==> config.mk <==
export PLATFORM = sky130hd
export DESIGN_NAME = color_scheduler
export DESIGN_NICKNAME = d
export VERILOG_FILES = /design/src/rtl/coloring_pkg.sv /design/src/rtl/rr_arbiter.sv /design/src/rtl/color_scheduler.sv
export SDC_FILE = /design/constraint.sdc
export NUM_CORES = 1
export LEC_CHECK = 0
export BUFFER_PORTS_ARGS = -buffer_cell sky130_fd_sc_hd__buf_2
export CAP_MARGIN = 20
export CORE_ASPECT_RATIO = 0.75
export CORE_UTILIZATION = 45
export CTS_BUF_LIST = sky130_fd_sc_hd__clkbuf_4 sky130_fd_sc_hd__clkbuf_8 sky130_fd_sc_hd__clkbuf_16
export DETAILED_ROUTE_END_ITERATION = 8
export PLACE_DENSITY = 0.69
export REMOVE_ABC_BUFFERS = 1
export SETUP_SLACK_MARGIN = 0.3
export SLEW_MARGIN = 20
export SYNTH_ARGS = -nofsm -noshare
export SYNTH_HDL_FRONTEND = slang
export SYNTH_SLANG_ARGS = --single-unit
==> constraint.sdc <==
create_clock -name clk -period 8.2 [get_ports clk]
set_clock_uncertainty 0.15 [all_clocks]
set_input_delay 1.23 -clock clk [delete_from_list [all_inputs] [get_ports clk]]
set_output_delay 1.23 -clock clk [all_outputs]
set_load 0.01 [all_outputs]
==> src/rtl/coloring_pkg.sv <==
// Shared constants for the colour scheduler.
// Also consumed by the stand-alone colour checker.
package coloring_pkg;

  localparam int NREQ_C = 4;

  typedef enum logic [1:0] {
    S_IDLE = 2'd0,
    S_RUN  = 2'd1,
    S_DONE = 2'd2
  } state_t;

  localparam logic [1:0] FORBID_A = 2'b00;
  localparam logic [1:0] FORBID_B = 2'b01;

  typedef struct packed {
    logic       v;
    logic [1:0] c;
  } hist_t;

endpackage

==> src/rtl/rr_arbiter.sv <==
// Round-robin pick of one eligible requester.
// Search begins at ptr and wraps around.
module rr_arbiter #(
  parameter int N  = 4,
  parameter int PW = 2
) (
  input  logic [N-1:0]  eligible,
  input  logic [PW-1:0] ptr,
  output logic [N-1:0]  winner,
  output logic          found
);

  // first eligible index at or after ptr
  always_comb begin
    winner = '0;
    found  = 1'b0;
    for (int k = 0; k < N; k++) begin
      if (!found && eligible[(int'(ptr) + k) % N]) begin
        winner[(int'(ptr) + k) % N] = 1'b1;
        found = 1'b1;
      end
    end
  end

endmodule

==> src/rtl/color_scheduler.sv <==
// Strip colouring scheduler: serves painters
// round-robin and commits only legal colours.
module color_scheduler
  import coloring_pkg::*;
#(
  parameter int NREQ = NREQ_C,
  parameter int LENW = 8
) (
  input  logic              clk,
  input  logic              rst_n,
  input  logic              start,
  input  logic [LENW-1:0]   len,
  input  logic [NREQ-1:0]   req,
  input  logic [2*NREQ-1:0] color_in,
  output logic [NREQ-1:0]   grant,
  output logic              accept,
  output logic              reject,
  output logic              busy,
  output logic              done,
  output logic [LENW-1:0]   count,
  output logic [1:0]        last_color
);

  localparam int PW = $clog2(NREQ);

  state_t          state;
  state_t          state_nx;
  logic [LENW-1:0] len_q;
  logic [PW-1:0]   ptr;
  logic [PW-1:0]   widx;
  logic [PW-1:0]   ptr_nx;
  logic [NREQ-1:0] elig;
  logic [NREQ-1:0] win;
  logic            found;
  logic            sel;
  logic            illegal;
  logic            fin;
  logic            go;
  logic [1:0]      cand;
  hist_t           h0;
  hist_t           h1;

  assign elig = req & ~grant;
  assign sel  = (state == S_RUN) && found;
  assign go   = (state == S_IDLE) && start;

  rr_arbiter #(
    .N  (NREQ),
    .PW (PW)
  ) u_arb (
    .eligible (elig),
    .ptr      (ptr),
    .winner   (win),
    .found    (found)
  );

  // winner index and its proposed colour
  always_comb begin
    widx = '0;
    cand = '0;
    for (int i = 0; i < NREQ; i++) begin
      if (win[i]) begin
        widx = PW'(i);
        cand = color_in[2*i +: 2];
      end
    end
  end

  // pointer moves just past the winner
  always_comb begin
    if (widx == PW'(NREQ - 1))
      ptr_nx = '0;
    else
      ptr_nx = widx + PW'(1);
  end

  // triple repeat or a forbidden adjacent pair
  always_comb begin
    illegal = 1'b0;
    if (h0.v && h1.v && h0.c == cand && h1.c == cand)
      illegal = 1'b1;
    if (h1.v && h1.c == FORBID_A && cand == FORBID_B)
      illegal = 1'b1;
    if (h1.v && h1.c == FORBID_B && cand == FORBID_A)
      illegal = 1'b1;
  end

  assign fin = sel && !illegal &&
               ((count + LENW'(1)) == len_q);

  // state register
  always_ff @(posedge clk or negedge rst_n) begin
    if (!rst_n)
      state <= S_IDLE;
    else
      state <= state_nx;
  end

  // next-state logic
  always_comb begin
    state_nx = state;
    unique case (state)
      S_IDLE: begin
        if (start)
          state_nx = (len == '0) ? S_DONE : S_RUN;
      end
      S_RUN: begin
        if (fin)
          state_nx = S_DONE;
      end
      S_DONE:  state_nx = S_IDLE;
      default: state_nx = S_IDLE;
    endcase
  end

  // state-decoded outputs
  always_comb begin
    busy = (state == S_RUN);
    done = (state == S_DONE);
  end

  // grant pulses, commit path and history
  always_ff @(posedge clk or negedge rst_n) begin
    if (!rst_n) begin
      grant      <= '0;
      accept     <= 1'b0;
      reject     <= 1'b0;
      ptr        <= '0;
      count      <= '0;
      len_q      <= '0;
      last_color <= 2'b00;
      h0         <= '0;
      h1         <= '0;
    end else begin
      grant  <= '0;
      accept <= 1'b0;
      reject <= 1'b0;
      if (go && len != '0) begin
        len_q <= len;
        count <= '0;
        h0.v  <= 1'b0;
        h1.v  <= 1'b0;
      end
      if (sel) begin
        grant <= win;
        ptr   <= ptr_nx;
        if (illegal) begin
          reject <= 1'b1;
        end else begin
          accept     <= 1'b1;
          h0         <= h1;
          h1         <= '{v: 1'b1, c: cand};
          last_color <= cand;
          count      <= count + LENW'(1);
        end
      end
    end
  end

endmodule
==> impl_metrics.toml, run 1 <==
[yosys]
synth_top_area_share_pct = 36.7
synth_seq_cells = 32
yosysWarningCount = 0
postSynthAreaPerCell_um2 = 9.70
synth_area_leaders = "dfrtp_1, ha_1, mux2_2, mux2i_1, nand2_1"
synth.cell_area_um2 = 2180
synth-edff-count = 0
yosysTopAreaCell = "dfrtp_1"
synthCells = 225
yosysUniqueCellTypes = 50
synthArstFlopShare_pct = 100
yosysSeqAreaShare_pct = 36.7
synth_ff_type = "dfrtp_1"

[routing]
dr_total_vias = 1840
routedWlPerCell_um = 15.1
drtAntennaViolNets = 0
firstDrtPassIters = 4
via_per_inst = 5.66
wirelength_mm = 4.90
drc = 0
drtIter0Drc = 165

[timing]
grt_setup_unrepaired = "false"
layout_min_cycle_time_ns = 5.06
maxSlewViolCount = 0
slew_headroom_pct = 53.2
tns_ns = 0
final_hold_viol_count = 0
post-route-period-util_pct = 61.7
setup_viol = 0
whs_ns = 0.377
max_freq_mhz = 198
tightestPinTransition_ns = 0.685

[place]
hpwl_mm = 3.73
globalplace.congestion = 0.861
io_buffers = 40
place_area_um2 = 2430

[clock_tree]
clock_sinks = 32
clk_path_buf_depth = 2
cts_setup_buffers = 0
cts_buffers = 5
clockRootBuffer = "clkbuf_8"
clkLatencyLatePin_ns = 0.28
cts_max_level = 2
clk_pin_slew_ns = 0.06
hold_buffers = 0
tritoncts = "yes"
ctsResizeCount = 0

[cells_and_area]
drive_gt1_share_pct = 26.5
final_cell_area_um2 = 2540
final_nets = 299
diodes = 0
final_util_pct = 55.9
syn_to_final_growth_pct = 16.5

[hold_path]
hold_class = "flip-flop to flip-flop"

[worst_setup_path]
cp_max_fo = 12
required_ns = 8.21
worstSetupPathType = "input pin to flip-flop"
endpoint_kind = "flip-flop"
critPathLaunchType = "input pin"
cp.arrival_ns = 5.07

[global_route]
grt_pass1_wl_mm = 8.21
grt_max_degree = 33
track_usage_pct = 20.9
overflow = 0
grt_pass1_vias = 1703
antenna_found_initial = 0

[floorplanning]
die_area_um2 = 5130
num_io_pins = 41
initial_core_util_pct = 48.0
fp.dieH_um = 62.3
core_um2 = 4550
fp-row-count = 21
die_width_um = 82.4

[power]
power.density_nw_per_um2 = 443
ir_worst_vdd_v = 0.000249
total_leakage_power_nw = 1.19

[outcome]
status = "finished, final reports clean"

[job]
drv_cap = 0
-- sequential cells by signal (all words and copies together) (netlist names) --
name and cells:
reject 1, ptr 2, grant 4, h0 3, len_q 8, accept 1, state 2, count 8
h1 3
-- cell usage in the layout (no fill, tap or decap), types with 2 or more instances in the layout --
cell	synthesis	final
a211oi_1	6	6
a21oi_1	5	5
a221o_1	2	2
a31o_1	2	2
a31o_2	2	2
a31oi_1	2	2
and2_0	2	2
and2_1	3	3
and3_1	4	4
buf_2	1	40
buf_4	3	2
clkbuf_8	0	5
dfrtp_1	32	32
ha_1	9	9
inv_1	7	7
mux2_2	8	8
mux2_4	2	2
mux2i_1	8	8
mux4_2	3	3
nand2_1	21	21
nand2b_1	9	9
nand3_1	9	9
nand4_1	5	5
nor2_1	13	13
nor2b_1	5	5
nor3_1	4	4
o211ai_1	3	3
o21ai_0	11	11
o31ai_1	3	3
or2_2	2	2
or3_1	3	3
or4_1	4	4
xnor2_1	7	7
xor2_1	7	7
-- report_power, final --
part	switching (mW)	leakage [nW]	internal, mW
registers	0.0707	0.395	0.225
logic	0.375	0.736	0.304
clock network	0.0580	0.0586	0.0934
total	0.504	1.19	0.623
-- critical path, cell delays in order --
cell and delay (ns):
buf_2 0.10, nor2b_1 0.18, mux4_2 0.55, and2_0 0.19, a221o_1 0.30, or3_1 0.53
o31ai_1 0.47, o2111ai_1 0.15, o21bai_1 0.19, a32oi_2 0.37, or2b_2 0.38, inv_2 0.10
mux2_4 0.31
-- Yosys cell counts (5+ instances only) --
library cell,n
dfrtp_1,32
mux2i_1,8
ha_1,9
a211oi_1,6
o21ai_0,11
nor2_1,13
mux2_2,8
xnor2_1,7
nand4_1,5
xor2_1,7
a21oi_1,5
inv_1,7
nand2b_1,9
nand3_1,9
nor2b_1,5
nand2_1,21
-- layout make-up --
| cell class | count | area [um^2] |
|---|---|---|
| clock buffers | 6 | 76.3 |
| fillers | 415 | 2000 |
| multi-input cells | 178 | 1310 |
| inverters | 8 | 30.0 |
| flip-flops and latches | 32 | 801 |
| clock inverters | 2 | 35.0 |
| well taps | 57 | 71.3 |
| repair buffers | 42 | 215 |
-- worst paths after layout --
path	start	to	slack, ns	cells after the start
worst max-delay path	req[1]	h1[0]	3.14	13
worst min-delay path	len_q[0]	len_q[0]	0.38	1
worst max register to register	ptr[0]	h1[0]	3.20	13
worst min register to register	len_q[0]	len_q[0]	0.38	1
max in group asynchronous	rst_n	h1[0]	6.59	1
min in group asynchronous	rst_n	len_q[5]	0.85	1
-- kinds of logic (layout without fill, tap and decap cells) --
logic type               Yosys count  count (layout)  share of synthesized area [%]
AND/OR/NAND/NOR                   88              88                           21.0
AO/OA/AOI/OAI                     46              46                           16.1
flip-flops                        32              32                           36.7
multiplexers                      21              21                           12.3
buffers and inverters             15              58                           3.15
XOR/XNOR                          14              14                           5.62
adder cells (fa/ha/maj)            9               9                           5.16
-- routing by layer --
metal  vias to the layer above  wire [um]  track usage, %
li1                        912          -               -
met1                       878       2550            34.6
met2                        50       2050            27.2
met3                         0        302            4.41
met4                         0          0            4.39
met5                         -          0               0
-- through the flow --
| step | total power, mW | setup WS (ns) | instances |
|---|---|---|---|
| floorplan | 0.806 | 3.42 | 218 |
| global placement | 0.958 | 3.00 | 317 |
| detailed placement | 0.971 | 2.85 | 317 |
| CTS | 1.13 | 3.15 | 325 |
| global route | 1.22 | 2.89 | 325 |
| finish | 1.13 | 3.14 | 325 |
(Power assumes the default switching activity.)
==> run 2, diff against run 1 <==
==> constraint.sdc (replaced) <==
create_clock -name clk -period 5.1 [get_ports clk]
set_clock_uncertainty 0.15 [all_clocks]
set_input_delay 0.765 -clock clk [delete_from_list [all_inputs] [get_ports clk]]
set_output_delay 0.765 -clock clk [all_outputs]
set_load 0.01 [all_outputs]
==> run 2 against run 1 <==
  * Routed wire length shrank 0.45%
  * Combinational power grew 72%
  * Clock power grew 29%
  * First-iteration DRC count shrank 15%
  * Critical path depth grew 1
  * Setup slack lost 2.4 ns
  * Via count shrank 1.0%
  * Final cell count grew 1.5%
  * Core utilization grew 0.33 points
  * Die area is the same
  * Non-clock buffer count grew 5
  * Register-to-register slack lost 2.5 ns
  * Critical path type is now flip-flop to flip-flop
  * Critical endpoint is now h0[1]
==> impl_metrics.toml, run 2 (same netlist as run 1, synthesis figures left out) <==
[power]
total_leakage_power_nw = 1.20
finalPower_mw = 1.82
ir_worst_vdd_v = 0.000329
power.density_nw_per_um2 = 713

[timing]
post-route-period-util_pct = 86.2
max_freq_mhz = 227
grt_setup_unrepaired = "false"
layout_min_cycle_time_ns = 4.40
setup_viol = 0
tightestPinTransition_ns = 0.713
maxSlewViolCount = 0
final_hold_viol_count = 0
slew_headroom_pct = 52.1
tns_ns = 0

[global_route]
top_usage_layer = "met1"
overflow = 0
grt_pass1_wl_mm = 8.41
gr-usage-met2_pct = 28.1
use_met1_pct = 34.5
antenna_found_initial = 0
track_usage_pct = 21.7
grt_pass1_vias = 1736
grt_max_degree = 33
grt_use_met3_pct = 5.44

[clock_tree]
clock_sinks = 32
cts_buffers = 5
clk_pin_slew_ns = 0.07
clk_path_buf_depth = 2
clockRootBuffer = "clkbuf_8"
cts_max_level = 2
ctsResizeCount = 0
tritoncts = "yes"
clkLatencyLatePin_ns = 0.30
hold_buffers = 0
cts_setup_buffers = 0

[hold_path]
hold_class = "input pin to asynchronous set/reset pin"

[cells_and_area]
diodes = 0
layout_commonest_cell = "buf_2"
fill_cells = 411
final_nets = 304
drive_gt1_share_pct = 27.8
reg_top3 = "count x8, len_q x8, grant x4"
syn_to_final_growth_pct = 17.1
layout_common_cells = "buf_2, dfrtp_1, nand2_1, nor2_1, o21ai_0"

[worst_setup_path]
timing.rr.start = "ptr[1]"
worst_r2r_path_depth = 14
required_ns = 5.13
critPathLaunchType = "flip-flop"
endpoint_kind = "flip-flop"
cp.arrival_ns = 4.43
cp_max_fo = 6
worst-r2r-setup-slack_ns = 0.70
crit-reg2reg-capture = "h0[1]"
worstSetupPathType = "flip-flop to flip-flop"

[floorplanning]
initial_core_util_pct = 48.0
fp.dieH_um = 62.3
num_io_pins = 41
die_width_um = 82.4
die_area_um2 = 5130
fp-row-count = 21
core_um2 = 4550

[place]
globalplace.congestion = 0.872
io_buffers = 40
hpwl_mm = 3.73

[routing]
drtAntennaViolNets = 0
firstDrtPassIters = 4
wirelength_mm = 4.88
dr_total_vias = 1821
drtIter0Drc = 140
routedWlPerCell_um = 14.8
via_per_inst = 5.52
drc = 0

[job]
drv_cap = 0

[outcome]
status = "finished, final reports clean"
run 2: cell count changes in the layout (fill, tap and decap cells not counted):
cell       change
clkbuf_4       -1
buf_4          +5
a2111oi_0      -1
a2111oi_1      +1
clkinv_2       +1
bufinv_16      -1
clkinv_4       +1
run 2: layout make-up:
class,instances,area [um^2],area share (%)
multi-input combinational,178,1310,51.4
sequential,32,801,31.3
timing repair buffer,47,253,9.89
tap,57,71.3,2.79
clock buffer,5,68.8,2.69
inverter,8,30.0,1.17
clock inverter,3,18.8,0.734
run 2: power by group:
part	total, mW	internal (mW)	switching [mW]
clock	0.195	0.0949	0.100
combinational	1.17	0.545	0.621
sequential	0.463	0.361	0.101
run 2: metrics by stage:
step,cell area (um^2),setup slack [ns],hold slack [ns],std cells,util [%]
6_report,2560,0.702,0.358,330,56.2
4_1_cts,2550,0.682,0.379,330,56.2
5_1_grt,2560,0.387,0.396,330,56.2
3_5_place_dp,2470,0.695,0.364,322,54.3
3_3_place_gp,2470,0.627,0.358,322,54.3
2_1_floorplan,2140,0.787,0.319,218,-
run 2: layer usage:
layer / up-vias / share of wire, %
li1: 918 / -
met1: 836 / 53
met4: 0 / 1.1
met3: 7 / 7.0
met2: 60 / 39
met5: - / 0
run 2: critical path, cell delays in order (launching register included):
cell and delay, ns:
dfrtp_1 0.48, inv_1 0.21, ha_1 0.38, or3_1 0.43, a2111oi_1 0.46, buf_4 0.19, o21ai_0 0.09, and3_1 0.31
mux2i_1 0.18, o21ai_0 0.40, nand3_1 0.20, a32oi_2 0.25, or2b_2 0.16, inv_2 0.06, mux2_4 0.29
run 2: worst max-delay path by stage:
stage / from / to / slack, ns / cells past startpoint
floorplan: req[1] / h0[1] / 0.79 / 12
global placement: ptr[1] / h1[0] / 0.63 / 14
detailed placement: req[1] / count[2] / 0.70 / 13
CTS: ptr[1] / h0[1] / 0.68 / 14
global route: ptr[1] / h0[2] / 0.39 / 14
finish: ptr[1] / h0[1] / 0.70 / 14
